## src/rtl/io_hsk_port_pkg.sv

```systemverilog
// ---------------------------------------------------------------------------
// io_hsk_defs
//   Shared definitions for the processor I/O handshake port.
//   Holds the core-side FSM state encoding used by io_hsk_port and
//   by anything that observes its debug state output.
// ---------------------------------------------------------------------------
package io_hsk_defs;

    localparam logic [1:0] S_IDLE    = 2'd0;
    localparam logic [1:0] S_WR_ACK  = 2'd1;
    localparam logic [1:0] S_RD_ACK  = 2'd2;
    localparam logic [1:0] S_RELEASE = 2'd3;

    typedef enum logic [1:0] {
        ST_IDLE    = S_IDLE,
        ST_WR_ACK  = S_WR_ACK,
        ST_RD_ACK  = S_RD_ACK,
        ST_RELEASE = S_RELEASE
    } hsk_state_t;

endpackage

```

## src/rtl/io_hsk_port_fifo.sv

```systemverilog
// ---------------------------------------------------------------------------
// byte_fifo
//   Small circular FIFO with occupancy count. Full/empty are decoded from
//   the registered count, so they never depend on this cycle's push/pop.
//   The head (o_dout) is read from storage at the registered read pointer,
//   so a push into an empty FIFO appears on o_dout the following cycle.
// Ports
//   g_clk    in   clock, rising edge
//   g_clr    in   asynchronous active-high clear
//   i_push   in   write i_din (ignored when full)
//   i_pop    in   drop the head entry (ignored when empty)
//   i_din    in   write data
//   o_dout   out  head entry
//   o_count  out  occupancy 0..DEPTH
//   o_full   out  count == DEPTH
//   o_empty  out  count == 0
// ---------------------------------------------------------------------------
module byte_fifo #(
    parameter int D_WIDTH = 8,
    parameter int DEPTH   = 4,
    parameter int A_WIDTH = 2
) (
    input  logic               g_clk,
    input  logic               g_clr,
    input  logic               i_push,
    input  logic               i_pop,
    input  logic [D_WIDTH-1:0] i_din,
    output logic [D_WIDTH-1:0] o_dout,
    output logic [A_WIDTH:0]   o_count,
    output logic               o_full,
    output logic               o_empty
);

    localparam logic [A_WIDTH:0] L_DEPTH = (A_WIDTH+1)'(DEPTH);

    logic [D_WIDTH-1:0] r_mem [DEPTH];
    logic [A_WIDTH-1:0] r_wr_ptr;
    logic [A_WIDTH-1:0] r_rd_ptr;
    logic [A_WIDTH:0]   r_count;
    logic               w_push;
    logic               w_pop;

    assign o_full  = (r_count == L_DEPTH);
    assign o_empty = (r_count == '0);
    assign w_push  = i_push & ~o_full;
    assign w_pop   = i_pop & ~o_empty;
    assign o_dout  = r_mem[r_rd_ptr];
    assign o_count = r_count;

    // Storage is cleared too so the head reads 0 straight out of reset.
    always_ff @(posedge g_clk or posedge g_clr) begin
        if (g_clr) begin
            for (int i = 0; i < DEPTH; i++) begin
                r_mem[i] <= '0;
            end
            r_wr_ptr <= '0;
            r_rd_ptr <= '0;
            r_count  <= '0;
        end else begin
            if (w_push) begin
                r_mem[r_wr_ptr] <= i_din;
                r_wr_ptr        <= r_wr_ptr + 1'b1;  // DEPTH is a power of 2: wraps naturally
            end
            if (w_pop) begin
                r_rd_ptr <= r_rd_ptr + 1'b1;
            end
            case ({w_push, w_pop})
                2'b10:   r_count <= r_count + 1'b1;
                2'b01:   r_count <= r_count - 1'b1;
                default: r_count <= r_count;
            endcase
        end
    end

endmodule

```

## src/rtl/io_hsk_port.sv

```systemverilog
// ---------------------------------------------------------------------------
// io_hsk_port
//   Byte-stream I/O port on the processor's bus_in/bus_out/hsk_in/hsk_out
//   pins. The host side uses valid/ready streams, the core side a
//   four-phase req/ack handshake. RX FIFO feeds core IN transfers,
//   TX FIFO collects core OUT transfers.
//
//   Handshake rules:
//     host streams : a byte moves on a rising edge where valid & ready are
//                    both 1; ready/valid driven by the port depend only on
//                    registered FIFO counts.
//     core         : req rises -> ack rises one cycle later if the FIFO
//                    allows; req falls -> ack falls one cycle later; one
//                    idle (RELEASE) cycle follows before a new request.
// Ports
//   g_clk, g_clr          clock, asynchronous active-high reset
//   proc_req/proc_wr      core request and direction (1=OUT, 0=IN)
//   proc_dout             core output byte (bus_out)
//   proc_ack/proc_din     acknowledge (hsk_in) and byte to core (bus_in)
//   rx_data/valid/ready   host -> core stream
//   tx_data/valid/ready   core -> host stream
//   rx_count/tx_count     FIFO occupancies
//   dbg_state             core FSM state
// ---------------------------------------------------------------------------
module io_hsk_port
    import io_hsk_defs::*;
#(
    parameter int D_WIDTH = 8,
    parameter int DEPTH   = 4,
    parameter int A_WIDTH = 2
) (
    input  logic               g_clk,
    input  logic               g_clr,
    input  logic               proc_req,
    input  logic               proc_wr,
    input  logic [D_WIDTH-1:0] proc_dout,
    output logic               proc_ack,
    output logic [D_WIDTH-1:0] proc_din,
    input  logic [D_WIDTH-1:0] rx_data,
    input  logic               rx_valid,
    output logic               rx_ready,
    output logic [D_WIDTH-1:0] tx_data,
    output logic               tx_valid,
    input  logic               tx_ready,
    output logic [A_WIDTH:0]   rx_count,
    output logic [A_WIDTH:0]   tx_count,
    output logic [1:0]         dbg_state
);

    hsk_state_t         r_state;
    hsk_state_t         w_state_nxt;
    logic               r_ack;
    logic [D_WIDTH-1:0] r_din;
    logic               w_tx_push;
    logic               w_rx_pop;
    logic               w_din_load;
    logic [D_WIDTH-1:0] w_rx_head;
    logic               w_rx_full;
    logic               w_rx_empty;
    logic               w_tx_full;
    logic               w_tx_empty;

    byte_fifo #(.D_WIDTH(D_WIDTH), .DEPTH(DEPTH), .A_WIDTH(A_WIDTH)) u_rx_fifo (
        .g_clk   (g_clk),
        .g_clr   (g_clr),
        .i_push  (rx_valid),
        .i_pop   (w_rx_pop),
        .i_din   (rx_data),
        .o_dout  (w_rx_head),
        .o_count (rx_count),
        .o_full  (w_rx_full),
        .o_empty (w_rx_empty)
    );

    byte_fifo #(.D_WIDTH(D_WIDTH), .DEPTH(DEPTH), .A_WIDTH(A_WIDTH)) u_tx_fifo (
        .g_clk   (g_clk),
        .g_clr   (g_clr),
        .i_push  (w_tx_push),
        .i_pop   (tx_ready),
        .i_din   (proc_dout),
        .o_dout  (tx_data),
        .o_count (tx_count),
        .o_full  (w_tx_full),
        .o_empty (w_tx_empty)
    );

    assign rx_ready  = ~w_rx_full;
    assign tx_valid  = ~w_tx_empty;
    assign proc_ack  = r_ack;
    assign proc_din  = r_din;
    assign dbg_state = r_state;

    always_comb begin
        w_state_nxt = r_state;
        w_tx_push   = 1'b0;
        w_rx_pop    = 1'b0;
        w_din_load  = 1'b0;
        case (r_state)
            ST_IDLE: begin
                // A request the FIFO cannot serve simply waits here unacked.
                if (proc_req) begin
                    if (proc_wr) begin
                        if (!w_tx_full) begin
                            w_tx_push   = 1'b1;
                            w_state_nxt = ST_WR_ACK;
                        end
                    end else if (!w_rx_empty) begin
                        w_din_load  = 1'b1;
                        w_state_nxt = ST_RD_ACK;
                    end
                end
            end
            ST_WR_ACK: begin
                if (!proc_req) begin
                    w_state_nxt = ST_RELEASE;
                end
            end
            ST_RD_ACK: begin
                // The byte leaves RX only once the core has let go of it.
                if (!proc_req) begin
                    w_rx_pop    = 1'b1;
                    w_state_nxt = ST_RELEASE;
                end
            end
            ST_RELEASE: begin
                w_state_nxt = ST_IDLE;
            end
            default: begin
                w_state_nxt = ST_IDLE;
            end
        endcase
    end

    always_ff @(posedge g_clk or posedge g_clr) begin
        if (g_clr) begin
            r_state <= ST_IDLE;
            r_ack   <= 1'b0;
            r_din   <= '0;
        end else begin
            r_state <= w_state_nxt;
            r_ack   <= (w_state_nxt == ST_WR_ACK) || (w_state_nxt == ST_RD_ACK);
            if (w_din_load) begin
                r_din <= w_rx_head;
            end
        end
    end

endmodule

```

## config.mk

```make
export PLATFORM = sky130hd
export DESIGN_NAME = io_hsk_port
export DESIGN_NICKNAME = d
export VERILOG_FILES = /design/src/rtl/io_hsk_port_pkg.sv /design/src/rtl/io_hsk_port_fifo.sv /design/src/rtl/io_hsk_port.sv
export SDC_FILE = /design/constraint.sdc
export NUM_CORES = 1
export LEC_CHECK = 0
export CORE_UTILIZATION = 40
export DETAILED_ROUTE_END_ITERATION = 10
export PLACE_DENSITY = 0.72
export SETUP_SLACK_MARGIN = 0.2
export SLEW_MARGIN = 10
export SYNTH_ARGS = -nofsm -noshare
export SYNTH_HDL_FRONTEND = slang
export SYNTH_SLANG_ARGS = --single-unit
```

## constraint.sdc

```tcl
create_clock -name g_clk -period 4.7 [get_ports g_clk]
set_input_delay 0.94 -clock g_clk [delete_from_list [all_inputs] [get_ports g_clk]]
set_output_delay 0.94 -clock g_clk [all_outputs]
set_load 0.05 [all_outputs]
```

==> results by group, run 1 <==
Yosys
  – Synth top cells by count: dfrtp_1, mux2_2, mux4_2
  – Cell with the most instances after synthesis: dfrtp_1
  – Ys async rst share: 100.0%
  – Cell taking the most area after synthesis: dfrtp_1
  – Most common flop cell mapped by yosys: dfrtp_1
  – Synth top area share: 53.66%
  – Number of synthesized register bits: 89
  – Avg Inst Size Synth: 15.49 um2
  – Netlist cell types: 35
  – EDFF count, synth: 0
  – Mapped cell area: 0.004150 mm2
  – Post-synthesis instance total: 268
  – Synthesized net count: 305
  – Sequential-to-total area share from yosys stat: 53.66%
  – Top cells by area, synth: dfrtp_1, mux2_2, mux4_2, ha_1, xor2_1
  – Synth warn: 0

Die
  – Core ar.: 0.009910 mm2
  – DIE AREA: 0.01079 mm2
  – Die H: 103.9 um
  – Initial cell density of the core: 41.88%
  – Die Wd: 103.9 um
  – Placement row count: 36
  – I/O Pins: 49

Layout
  – Cell area after layout: 0.004985 mm2
  – Fraction of layout cells with a size suffix above 1: 36.92%
  – Antenna diodes: 0
  – Area Overhead vs Synth: 20.11%
  – Final Util: 50.30%
  – Layout Nets: 358
  – Fin cells: 458
  – FILL cells: 865

Global routing
  – Largest net degree at the start of global routing: 57
  – First-pass GRT wire length: 12.93 mm
  – Vias in the first global route: 2561
  – Grt ovf: 0
  – GRT Util Overall: 15.44%
  – Initial antenna violation count: 0
  – Met3 Use GR: 2.506%
  – Busiest grt layer: met2
  – GR Layer Usage met1: 21.01%
  – M2 GR Usage: 23.90%

Setup path
  – Slowest stage delay, CP: 0.73 ns
  – CP startpoint: u_tx_fifo.r_rd_ptr[0]
  – Worst reg2reg path endpoint: u_tx_fifo.o_count[2]
  – Critical path type: reg2out
  – CP max-delay cell: dfrtp_1
  – Crit path max fanout: 10
  – WP data arrival: 2.39 ns
  – Reg2Reg Launch Point: u_tx_fifo.o_count[1]
  – CP Launch Type: flip-flop
  – FF-to-FF setup slack: 2.32 ns
  – Reg2reg path depth: 9
  – Crit. End Element: output port
  – Worst Path Required: 3.76 ns
  – Worst Setup EP: tx_data[4]
  – Crit path cell chain: mux4_2 > clkdlybuf4s50_1

Route
  – DR vias/cell: 5.070
  – DR iter-0 viols: 51
  – Wire length per cell: 16.05 um
  – Residual DRC: 0
  – Post-route ant nets: 0
  – Pre-antenna DRT Iters: 4
  – Vias: 2322
  – Total length of routed wires: 7.352 mm

CTS
  – Clock net sink count: 89
  – Root Driver: clkbuf_8
  – Clock slew at reported path FFs: 0.08 ns
  – CTS tree: yes
  – Number of CTS-inserted buffers: 9
  – Clk Latency, worst-skew pair: 0.35 ns
  – Bufs on Longest Clock Path: 2
  – Resize count post-CTS: 0
  – Htree depth: 3
  – Hold_buf cts: 0
  – Post-CTS Setup Inserts: 0

Placed design
  – Place WS: 1.447 ns
  – IO buf count: 48
  – Hpwl dp: 5.031 mm
  – Placed cell areas: 0.004775 mm2
  – Dpl cells: 443
  – Placer Congestion: 0.7936

Power and ir drop
  – Net Sw Frac: 38.84%
  – Peak VDD IR: 0.3963 mV
  – Flop pwr share: 37.3%
  – Power after layout: 3.893 mW
  – Sw power: 1.512 mW
  – P_leak: 2.114 nW
  – Int Pwr: 2.381 mW
  – Clock group share of total power: 14.5%
  – Power Density: 781.0 mW/mm2
  – Logic pwr share: 48.3%

STA
  – Slew Limit Headroom: 35.15%
  – Crit share post-route: 70.84%
  – Clk_skew: 0.01030 ns
  – Setup TNS: 0 ns
  – Fin worst setup slack: 1.370 ns
  – Count of final setup violators: 0
  – RSZ-0062 raised after global routing: false
  – Fmax: 0.3003 GHz
  – Worst hold margin: 0.5042 ns
  – Worst slew pin tran: 0.9716 ns
  – Final hold vios: 0
  – Max Slew Vio Count: 0
  – Fin crit period: 3.330 ns

Status
  – Status: finished clean

Flow run
  – Max Cap Viol: 0

Hold path
  – Hold Crit Class: reg2reg
[worst max-delay path, delay by kind of cell (launching register included)]
| family | cells | cell delay, ns |
|---|---|---|
| buf+inv | 1 | 0.72 |
| mux | 1 | 0.59 |
| flops | 1 | 0.73 |
[cells by family (layout without fill, tap and decap cells)]
logic type / count (synthesis) / count (layout) / share of synthesized area (%)
AND/OR/NAND/NOR: 30 / 30 / 6.060
AO/OA/AOI/OAI: 9 / 9 / 1.628
buffers and inverters: 21 / 78 / 2.020
adder cells (fa/ha/maj): 15 / 15 / 4.884
multiplexers: 91 / 91 / 29.00
flip-flops: 89 / 89 / 53.66
XOR/XNOR: 13 / 13 / 2.743
[area by class of cell]
cell class,count,area (um2),share of cell area (%)
clock inverter,3,65.06,1.305
clock buffer,12,145.1,2.912
tap,133,166.4,3.338
multi-input combinational,158,1839,36.90
sequential,89,2227,44.68
inverter,14,53.80,1.079
timing repair buffer,49,488.0,9.789
[worst min path at each step]
| stage | from | endpoint | slack [ns] | cells past startpoint |
|---|---|---|---|---|
| after floorplan | u_rx_fifo.r_mem[10] | u_rx_fifo.r_mem[10] | 0.47 | 1 |
| after global placement | u_rx_fifo.r_mem[18] | u_rx_fifo.r_mem[18] | 0.48 | 1 |
| after detailed placement | u_rx_fifo.r_mem[12] | u_rx_fifo.r_mem[12] | 0.49 | 1 |
| after CTS | u_rx_fifo.r_mem[12] | u_rx_fifo.r_mem[12] | 0.51 | 1 |
| after global routing | u_rx_fifo.r_mem[8] | u_rx_fifo.r_mem[8] | 0.52 | 1 |
| final | u_rx_fifo.r_mem[12] | u_rx_fifo.r_mem[12] | 0.50 | 1 |
[cell usage in the layout, fill, tap and decap left out, drive strengths merged]
master	count
dfrtp	89
mux2	74
clkdlybuf4s50	48
mux4	16
inv	13
ha	13
clkbuf	12
xor2	8
nand2	8
xnor2	5
nor3	5
nand3	4
nor3b	3
nor4bb	2
nor2	2
a21oi	2
clkinv	2
fa	2
bufinv	2
or3b	1
mux2i	1
o31a	1
or2	1
nand2b	1
a311o	1
or2b	1
a311oi	1
o21bai	1
a31o	1
a21o	1
or3	1
o21ai	1
nand4bb	1
buf	1
[metal layers]
metal | vias up | share of wire (%)
met5 | - | 0
met4 | 0 | 2.4
met3 | 13 | 2.5
met2 | 34 | 47
met1 | 1194 | 48
li1 | 1081 | -
[sequential cells by signal (all words and copies together), names as in the netlist, 2 cells and up]
name / cells
u_rx_fifo.r_mem: 32
proc_din: 8
u_tx_fifo.r_rd_ptr: 2
dbg_state: 2
u_tx_fifo.r_wr_ptr: 2
u_tx_fifo.r_mem: 32
u_rx_fifo.o_count: 3
u_rx_fifo.r_rd_ptr: 2
u_rx_fifo.r_wr_ptr: 2
u_tx_fifo.o_count: 3
[power groups by stage]
stage               Combinational (mW)  Clock (mW)  Sequential (mW)
finish                            1.88       0.563             1.45
global route                      2.02       0.608             1.52
CTS                               1.91       0.580             1.46
detailed placement                1.90           0             1.47
global placement                  1.86           0             1.45
floorplan                         1.27           0             1.58
Note: power is estimated with default switching activity, not from simulation.
==> inputs of run 2 (changes only) <==
--- a/config.mk
+++ b/config.mk
@@ -7,7 +7,7 @@
 export LEC_CHECK = 0
 export CORE_UTILIZATION = 40
 export DETAILED_ROUTE_END_ITERATION = 10
-export PLACE_DENSITY = 0.72
+export PLACE_DENSITY = 0.75
 export SETUP_SLACK_MARGIN = 0.2
 export SLEW_MARGIN = 10
 export SYNTH_ARGS = -nofsm -noshare
==> constraint.sdc (replaced) <==
create_clock -name g_clk -period 2.77 [get_ports g_clk]
set_input_delay 0.554 -clock g_clk [delete_from_list [all_inputs] [get_ports g_clk]]
set_output_delay 0.554 -clock g_clk [all_outputs]
set_load 0.05 [all_outputs]
==> run 2 against run 1 <==
- critical path depth unchanged
- non-clock buffer count increased by 7
- register-to-register slack got worse by 1.9 ns
- global-route usage decreased by 0.19 points
- utilization increased by 0.25 points
- clock skew decreased by 0.0041 ns
- clock power increased by 42%
- cell area increased by 0.50%
- sequential share of layout area decreased by 0.15 points
- routed wire length increased by 2.8%
- die area unchanged
- highest routed layer unchanged
==> results by group, run 2 (synthesized netlist as in run 1, its figures left out) <==
CTS
  – Htree depth: 3 (unchanged)
  – Post-CTS Setup Inserts: 0 (unchanged)
  – Clock net sink count: 89 (unchanged)
  – Clock slew at reported path FFs: 0.08 ns (about the same)
  – Number of CTS-inserted buffers: 9 (unchanged)
  – CTS tree: yes
  – Bufs on Longest Clock Path: 2 (unchanged)
  – Clk Latency, worst-skew pair: 0.35 ns (about the same)
  – Root Driver: clkbuf_8

STA
  – Fin crit period: 2.405 ns
  – Worst hold margin: 0.5046 ns (+0.0003320 ns)
  – Final hold vios: 0 (unchanged)
  – Fin worst setup slack: 0.3648 ns (-1.006 ns)
  – Worst slew pin tran: 0.6428 ns (-0.3287 ns)
  – Slew Limit Headroom: 57.14% (+22 points)
  – Max Slew Vio Count: 0 (unchanged)
  – Crit share post-route: 86.83%
  – Setup TNS: 0 ns (unchanged)
  – Clk_skew: 0.006235 ns (-0.004064 ns)
  – RSZ-0062 raised after global routing: false
  – Count of final setup violators: 0 (unchanged)
  – Fmax: 0.4158 GHz

Die
  – Placement row count: 36 (unchanged)
  – Core ar.: 0.009910 mm2 (unchanged)
  – Initial cell density of the core: 41.88% (unchanged)
  – DIE AREA: 0.01079 mm2 (unchanged)
  – I/O Pins: 49 (unchanged)
  – Die Wd: 103.9 um (unchanged)
  – Die H: 103.9 um (unchanged)

Setup path
  – Critical path type: reg2out
  – CP Launch Type: flip-flop
  – CP max-delay cell: or3b_2
  – Worst Path Required: 2.22 ns (-1.54 ns)
  – Buf/Inv on CP: 1 (unchanged)
  – Cell family with most CP delay: simple AND/OR/NAND/NOR gates
  – Crit path cell chain: or3b_2 > dlygate4sd2_1
  – Reg2Reg Launch Point: u_rx_fifo.o_count[0]
  – Reg2reg path depth: 8 (-1)
  – FF-to-FF setup slack: 0.42 ns (-1.90 ns)
  – Slowest stage delay, CP: 0.58 ns (-0.15 ns)
  – Worst reg2reg path endpoint: u_rx_fifo.o_count[2]
  – Crit path max fanout: 6 (-4)
  – Crit. End Element: output port
  – Worst path depth: 2 (unchanged)
  – WP data arrival: 1.85 ns (-0.54 ns)

Route
  – DR iter-0 viols: 87 (+71%)
  – Post-route ant nets: 0 (unchanged)
  – DR vias/cell: 5.077 (+0.15%)
  – Wire length per cell: 16.21 um (+1.0%)
  – Pre-antenna DRT Iters: 4 (unchanged)
  – Residual DRC: 0 (unchanged)
  – Vias: 2366 (+1.9%)
  – Total length of routed wires: 7.555 mm (+2.8%)

Placed design
  – IO buf count: 48 (unchanged)
  – Place WS: 0.1980 ns (-1.249 ns)
  – Placed cell areas: 0.004837 mm2 (+1.3%)
  – Hpwl dp: 5.115 mm (+1.7%)
  – Dpl cells: 450 (+1.6%)
  – Placer Congestion: 0.7489 (-5.6%)

Global routing
  – GR Layer Usage met1: 20.45% (-0.56 points)
  – Grt ovf: 0 (unchanged)
  – Initial antenna violation count: 0 (unchanged)
  – First-pass GRT wire length: 12.74 mm (-1.4%)
  – Met3 Use GR: 3.383% (+0.88 points)
  – Busiest grt layer: met2
  – Largest net degree at the start of global routing: 53 (-7.0%)
  – M2 GR Usage: 23.95% (+0.048 points)
  – Vias in the first global route: 2544 (-0.66%)
  – GRT Util Overall: 15.25% (-0.19 points)

Hold path
  – Hold Crit Endpoint: u_tx_fifo.r_mem[14]
  – Hold Crit Class: reg2reg
  – Hold Path Stages: 1 (unchanged)
  – HP Start: u_tx_fifo.r_mem[14]

Layout
  – FILL cells: 863 (-0.23%)
  – Layout Nets: 365 (+2.0%)
  – Antenna diodes: 0 (unchanged)
  – Area Overhead vs Synth: 20.71%
  – Fin cells: 466 (+1.7%)
  – Fraction of layout cells with a size suffix above 1: 41.74% (+4.8 points)
  – Most frequent cells in the layout: dfrtp_1, mux2_2, clkdlybuf4s50_1, mux4_2, buf_4
  – Cell area after layout: 0.005010 mm2 (+0.50%)
  – Final Util: 50.56% (+0.25 points)
  – Commonest non-fill, non-tap cell in the layout: dfrtp_1

Power and ir drop
  – P_leak: 2.145 nW (+1.5%)
  – Peak VDD IR: 0.6951 mV (+75%)
  – Power after layout: 6.471 mW (+66%)
  – Power Density: 1292 mW/mm2 (+65%)

Status
  – Status: finished clean

Flow run
  – Max Cap Viol: 0 (unchanged)
run 2: changes by cell type in the layout (fill, tap and decap cells not counted), sizes merged:
cell and delta:
clkinvlp +1, clkdlybuf4s50 -10, bufinv -2, dlygate4sd2 +2, clkinv +1, clkbuf +1, buf +15
run 2: area by class of cell:
type	instances	area, um2	share of cell area [%]
Clock buffer	13	158.9	3.172
Clock inverter	3	15.01	0.2997
Inverter	14	56.30	1.124
Multi-Input combinational cell	158	1839	36.71
Sequential cell	89	2231	44.53
Tap cell	133	166.4	3.322
Timing Repair Buffer	56	543.0	10.84
run 2: repair_timing:
action,CTS,global route
endpoints found under the setup margin,2,1
hold buffers,0,0
resized for setup,2,1
run 2: power breakdown:
part	switching [mW]	leakage, nW	internal [mW]
combinational	1.66	0.977	1.54
sequential	0.515	1.07	1.96
clock	0.430	0.0932	0.372
run 2: how the worst max path moves through the flow:
stage | startpoint | endpoint | slack, ns
3_5_place_dp | proc_req | u_rx_fifo.o_count[2] | 0.20
4_1_cts | u_tx_fifo.r_rd_ptr[0] | tx_data[5] | 0.26
2_1_floorplan | u_rx_fifo.o_count[1] | u_rx_fifo.o_count[2] | 0.22
6_report | u_rx_fifo.o_count[0] | rx_ready | 0.36
3_3_place_gp | proc_req | u_rx_fifo.o_count[2] | 0.27
5_1_grt | u_rx_fifo.o_count[0] | u_rx_fifo.o_count[2] | 0.25
run 2: worst reg2reg max path: cells and delay by family (launching register included):
| kind | cells | cell delay, ns |
|---|---|---|
| buffers and inverters | 1 | 0.06 |
| and+or+nand+nor | 3 | 0.87 |
| adders and majority gates | 2 | 0.58 |
| xor gates and xnor gates | 2 | 0.32 |
| DFF | 1 | 0.44 |
run 2: metal layers:
layer,vias to the layer above,share of wire (%)
li1,1080,-
met1,1235,46
met2,41,48
met3,10,3.7
met4,0,1.9
met5,-,0
